<file path="src/rtl/inst_mem_pkg.sv">
// Shared types and constants for the programmable instruction memory.
package inst_mem_pkg;

    localparam int unsigned IW_DEF = 9;
    localparam int unsigned AW_DEF = 8;

    typedef logic [IW_DEF-1:0] inst_t;
    typedef logic [AW_DEF-1:0] addr_t;

    localparam inst_t NOP_DEFAULT = '0;

    typedef enum logic [1:0] {
        IDLE = 2'd0,
        LOAD = 2'd1,
        RUN  = 2'd2
    } state_t;

endpackage

</file>
<file path="src/rtl/inst_mem_array.sv">
// DEPTH x IW RAM: synchronous write, registered read, array not reset.
module inst_mem_array #(
    parameter int unsigned IW    = 9,
    parameter int unsigned AW    = 8,
    parameter int unsigned DEPTH = 2**AW
) (
    input  logic          clk,
    input  logic          we,
    input  logic [AW-1:0] waddr,
    input  logic [IW-1:0] wdata,
    input  logic          re,
    input  logic [AW-1:0] raddr,
    output logic [IW-1:0] rdata
);

    logic [IW-1:0] mem [DEPTH];

    always_ff @(posedge clk) begin
        if (we)
            mem[waddr] <= wdata;
        if (re)
            rdata <= mem[raddr];
    end

endmodule

</file>
<file path="src/rtl/inst_mem_loader.sv">
// Programmable instruction memory: streamed load port, 1-cycle registered fetch
// port; fetches beyond the loaded length return NOP with addr_fault.
module inst_mem_loader
    import inst_mem_pkg::*;
#(
    parameter int unsigned   IW    = 9,
    parameter int unsigned   AW    = 8,
    parameter int unsigned   DEPTH = 2**AW,
    parameter logic [IW-1:0] NOP   = '0
) (
    input  logic          CLK,
    input  logic          Reset,
    input  logic          load_start,
    input  logic          prog_valid,
    input  logic [IW-1:0] prog_data,
    input  logic          prog_last,
    output logic          prog_ready,
    output logic          load_done,
    output logic [AW:0]   loaded_count,
    input  logic          fetch_en,
    input  logic [AW-1:0] Address,
    output logic [IW-1:0] Instruction,
    output logic          inst_valid,
    output logic          addr_fault
);

    localparam logic [AW:0] LAST_IDX = (AW+1)'(DEPTH-1);

    state_t        state;
    logic [AW-1:0] wp;
    logic          we;
    logic          in_range;
    logic          fetch_ok;
    logic          re;
    logic          sel_nop;
    logic [IW-1:0] rdata;

    // prog_ready is high exactly while in LOAD, so it doubles as the state qualifier
    assign we       = prog_ready & prog_valid & ~load_start;
    assign in_range = {1'b0, Address} < loaded_count;
    assign fetch_ok = fetch_en & (state == RUN);
    assign re       = fetch_ok & in_range;

    inst_mem_array #(
        .IW    (IW),
        .AW    (AW),
        .DEPTH (DEPTH)
    ) u_array (
        .clk   (CLK),
        .we    (we),
        .waddr (wp),
        .wdata (prog_data),
        .re    (re),
        .raddr (Address),
        .rdata (rdata)
    );

    always_ff @(posedge CLK or posedge Reset) begin
        if (Reset) begin
            state        <= IDLE;
            wp           <= '0;
            prog_ready   <= 1'b0;
            load_done    <= 1'b0;
            loaded_count <= '0;
        end else begin
            case (state)
                IDLE, RUN: begin
                    if (load_start) begin
                        state        <= LOAD;
                        wp           <= '0;
                        prog_ready   <= 1'b1;
                        load_done    <= 1'b0;
                        loaded_count <= '0;
                    end
                end
                LOAD: begin
                    if (load_start) begin
                        wp <= '0;
                    end else if (prog_valid) begin
                        wp <= wp + 1'b1;
                        if (prog_last || ({1'b0, wp} == LAST_IDX)) begin
                            state        <= RUN;
                            prog_ready   <= 1'b0;
                            load_done    <= 1'b1;
                            loaded_count <= {1'b0, wp} + 1'b1;
                        end
                    end
                end
                default: begin
                    state      <= IDLE;
                    prog_ready <= 1'b0;
                end
            endcase
        end
    end

    // Instruction is the registered array word unless the last fetch was masked;
    // both sources hold when no fetch is requested.
    always_ff @(posedge CLK or posedge Reset) begin
        if (Reset) begin
            inst_valid <= 1'b0;
            addr_fault <= 1'b0;
            sel_nop    <= 1'b1;
        end else begin
            inst_valid <= fetch_ok;
            addr_fault <= fetch_ok & ~in_range;
            if (fetch_en)
                sel_nop <= ~re;
        end
    end

    assign Instruction = sel_nop ? NOP : rdata;

endmodule

</file>
<file path="config.mk">
export PLATFORM = sky130hd
export DESIGN_NAME = inst_mem_loader
export DESIGN_NICKNAME = d
export VERILOG_FILES = /design/src/rtl/inst_mem_pkg.sv /design/src/rtl/inst_mem_array.sv /design/src/rtl/inst_mem_loader.sv
export SDC_FILE = /design/constraint.sdc
export NUM_CORES = 2
export LEC_CHECK = 0
export CAP_MARGIN = 15
export CORE_MARGIN = 3
export CORE_UTILIZATION = 30
export DETAILED_ROUTE_END_ITERATION = 8
export SLEW_MARGIN = 30
export SYNTH_ARGS = -nofsm -noshare
export SYNTH_HDL_FRONTEND = slang
export SYNTH_SLANG_ARGS = --single-unit
</file>
<file path="constraint.sdc">
create_clock -name CLK -period 4.7 [get_ports CLK]
set_input_delay 0.705 -clock CLK [delete_from_list [all_inputs] [get_ports CLK]]
set_output_delay 0.705 -clock CLK [all_outputs]
set_load 0.005 [all_outputs]
</file>
==> run metrics <==
antenna viol nets, final=0; fin nets=between 4k and 5k; I/O pin total=45; Min-Delay Path Class=primary input to register; Post-CTS Setup Inserts=0; GRT overflow=0; Syn Area/Cell=21.71 um^2; row count=201; Fin. Hold Viols=0; total iterations of the first detailed-routing run=5; WP data arrival=~4.2 ns; hold path startpoint=prog_data[3]; status=complete, no violations; sequential area share after synthesis=around 77%; Final Cell Area=about 100000 um^2; DRC viols=0; LEAKAGE=0.03212 uW; initial antenna violation count=9; setup slack, reg-to-reg=about 1.4 ns; H-Tree Level Count=4; fraction of layout instances using a drive strength above 1=around a quarter; PD cells=just over 400 nW/um^2; Worst slew margin=between 30% and 40%; Post-CTS Resized=0; FF+latch count, synth=approximately 2.3k; Max FO, Critical Path=26; clock sink total=between 2k and 2.5k; DR vias/cell=about 5; Max Clk Rate=around 0.28 GHz; Synth Cell Area=about 90000 um^2; peak supply drop=approximately 0.34 mV; Placed Area=slightly below 100000 um^2; total die area=between 300000 and 400000 um^2; Core Box Area=300000 um^2; Detail Placement HPWL=145800 um; YS warnings=0; CTS tree=yes; Final Skew=about 0.06 ns; Mapped Nets=~4.2k; most common cell after layout, fill and taps aside=edfxtp_1; most frequent cells in the layout=edfxtp_1, mux4_2, buf_4, nor2_1, clkbuf_16; CTS Buffer Depth=3; RR Startpoint=wp[7]; critical path class=primary input to register; FF-to-FF path depth=4; later-pin clock latency in the skew report=between 0.8 and 0.9 ns; Layout area overhead=15.64%; IO Port Bufs=44; GPL Wtd Cong=about 0.84; initial drt markers=~5.5k; gr usage total=between 10 and 15%; top post-synthesis cells by area=edfxtp_1, mux4_2, nor2_1; Final period util=between 70 and 80%; asr flop ratio synth=about 1%; Vias=between 40k and 50k; setup tns final=0 ns; Hold Buf Count CTS=0; Cells after Synth=between 4k and 5k; WL/cell=26.86 um; CTS buffer count=approximately 220; r2r endpoint=u_array.mem[163][6]; RSZ-0062 raised after global routing=no; die height=555.4 um; Worst setup EP type=register; Worst EP required=5.31 ns; clock tree root driver cell=clkbuf_16; Setup Viol. Count Final=0; Worst-Margin Slew=1.045 ns; fillers=~28k; final worst path period need=between 3 and 4 ns; Detailed Route WL=around 230000 um; crit start category=primary input; Starting Density=30.18%; Slew Limit Fails=0; CTS clock-pin slew for the worst setup and hold paths=0.06 ns; Worst Hold Endpoint=u_array.mem[236][3]; share of Yosys cell area claimed by the top area cell type=between 70 and 80%; MaxCap Viol Count=0; vias in the first global route=roughly 45k; Post-synth EDFFs=about 2.3k; largest net degree at the start of global routing=roughly 140; die width=roughly 560 um; Hold Path Depth=1; ys flop type=edfxtp_1; first-pass GRT wire length=approximately 340000 um; Yosys cell types=64; largest area contributor in the netlist=edfxtp_1
[cell type report]
type / instances / area (um^2) / share of cell area, %
Sequential cell: 2337 / 70060 / 66.91
Multi-Input combinational cell: 1572 / 18860 / 18.02
Clock buffer: 283 / 5857 / 5.594
Tap cell: 3958 / 4952 / 4.730
Timing Repair Buffer: 387 / 3600 / 3.438
Clock inverter: 128 / 1291 / 1.233
Inverter: 15 / 56.30 / 0.05378
Antenna cell: 8 / 20.02 / 0.01912
[where the power goes]
group / total, uW / internal, uW / leakage, uW / switching [uW]
logic: 2050 / 744 / 0.00754 / 1310
clock network: 17700 / 9920 / 0.00348 / 7750
registers: 22900 / 22900 / 0.0211 / 27.4
[metrics by stage]
step	cells	setup slack, ns	power [uW]	hold slack (ns)	utilization, %
floorplan	4171	1.654	24460	0.4873	-
CTS	8676	1.225	42960	0.2158	34.84
finish	8688	1.137	42670	0.1938	34.90
global route	8687	1.181	43880	0.1654	34.90
global placement	8263	0.2507	25410	0.4996	32.43
detailed placement	8265	0.2817	25450	0.5242	32.46
[layer usage]
| metal | wire length (um) | GRT usage (%) | vias to the layer above |
|---|---|---|---|
| li1 | - | - | 18330 |
| met1 | 97370 | 20.52 | 24130 |
| met2 | 114200 | 24.13 | 1772 |
| met3 | 15580 | 2.288 | 295 |
| met4 | 6186 | 4.716 | 0 |
| met5 | 0 | 0 | - |
[worst max path at each step]
| stage | to | from | cells past startpoint |
|---|---|---|---|
| final | u_array.rdata[7] | Address[4] | 9 |
| after global routing | u_array.rdata[6] | Address[0] | 9 |
| after CTS | u_array.rdata[6] | Address[0] | 9 |
| after detailed placement | u_array.rdata[6] | Address[0] | 9 |
| after global placement | u_array.rdata[6] | Address[0] | 9 |
| after floorplan | u_array.rdata[0] | Address[0] | 9 |
[Yosys cell counts (15+ instances only)]
cell type and count:
a21oi_1 35, o211ai_1 34, mux4_2 551, a22oi_1 100, nor3_1 54, nor2b_1 22, nand2b_1 15, dfrtp_1 23
o21ai_0 17, clkbuf_1 83, buf_2 55, mux2i_1 80, buf_6 38, edfxtp_1 2313, buf_4 42, nor2_1 294
a221oi_1 37, o22ai_1 75, nand2_1 69, a22o_1 46, nand3_1 31, inv_1 15
[critical path: stages]
cell	delay [ns]
buf_4	0.32
buf_4	0.53
buf_4	0.32
nand2_1	0.46
o22ai_1	0.47
nor3_1	0.20
o32ai_1	0.79
buf_4	0.24
a2111oi_2	0.04
[cell families (layout without fill, tap and decap cells)]
kind of cell    Yosys count  count (layout)  synth area share (%)
buf+inv                 262             813                 1.904
compound gates          400             400                 3.267
other cells               0               8                     0
flops                  2337            2337                 77.38
mux                     639             639                 14.77
fa+ha+maj                11              11                0.1520
xor+xnor                  5               5               0.04837
simple gates            517             517                 2.476
[flip-flops by register name, indices dropped and copies added, names as in the netlist]
name           cells
inst_valid         1
u_array.mem     2304
state              2
loaded_count       9
addr_fault         1
sel_nop            1
u_array.rdata      9
load_done          1
wp                 8
prog_ready         1
Power figures use the tool's default switching activity.
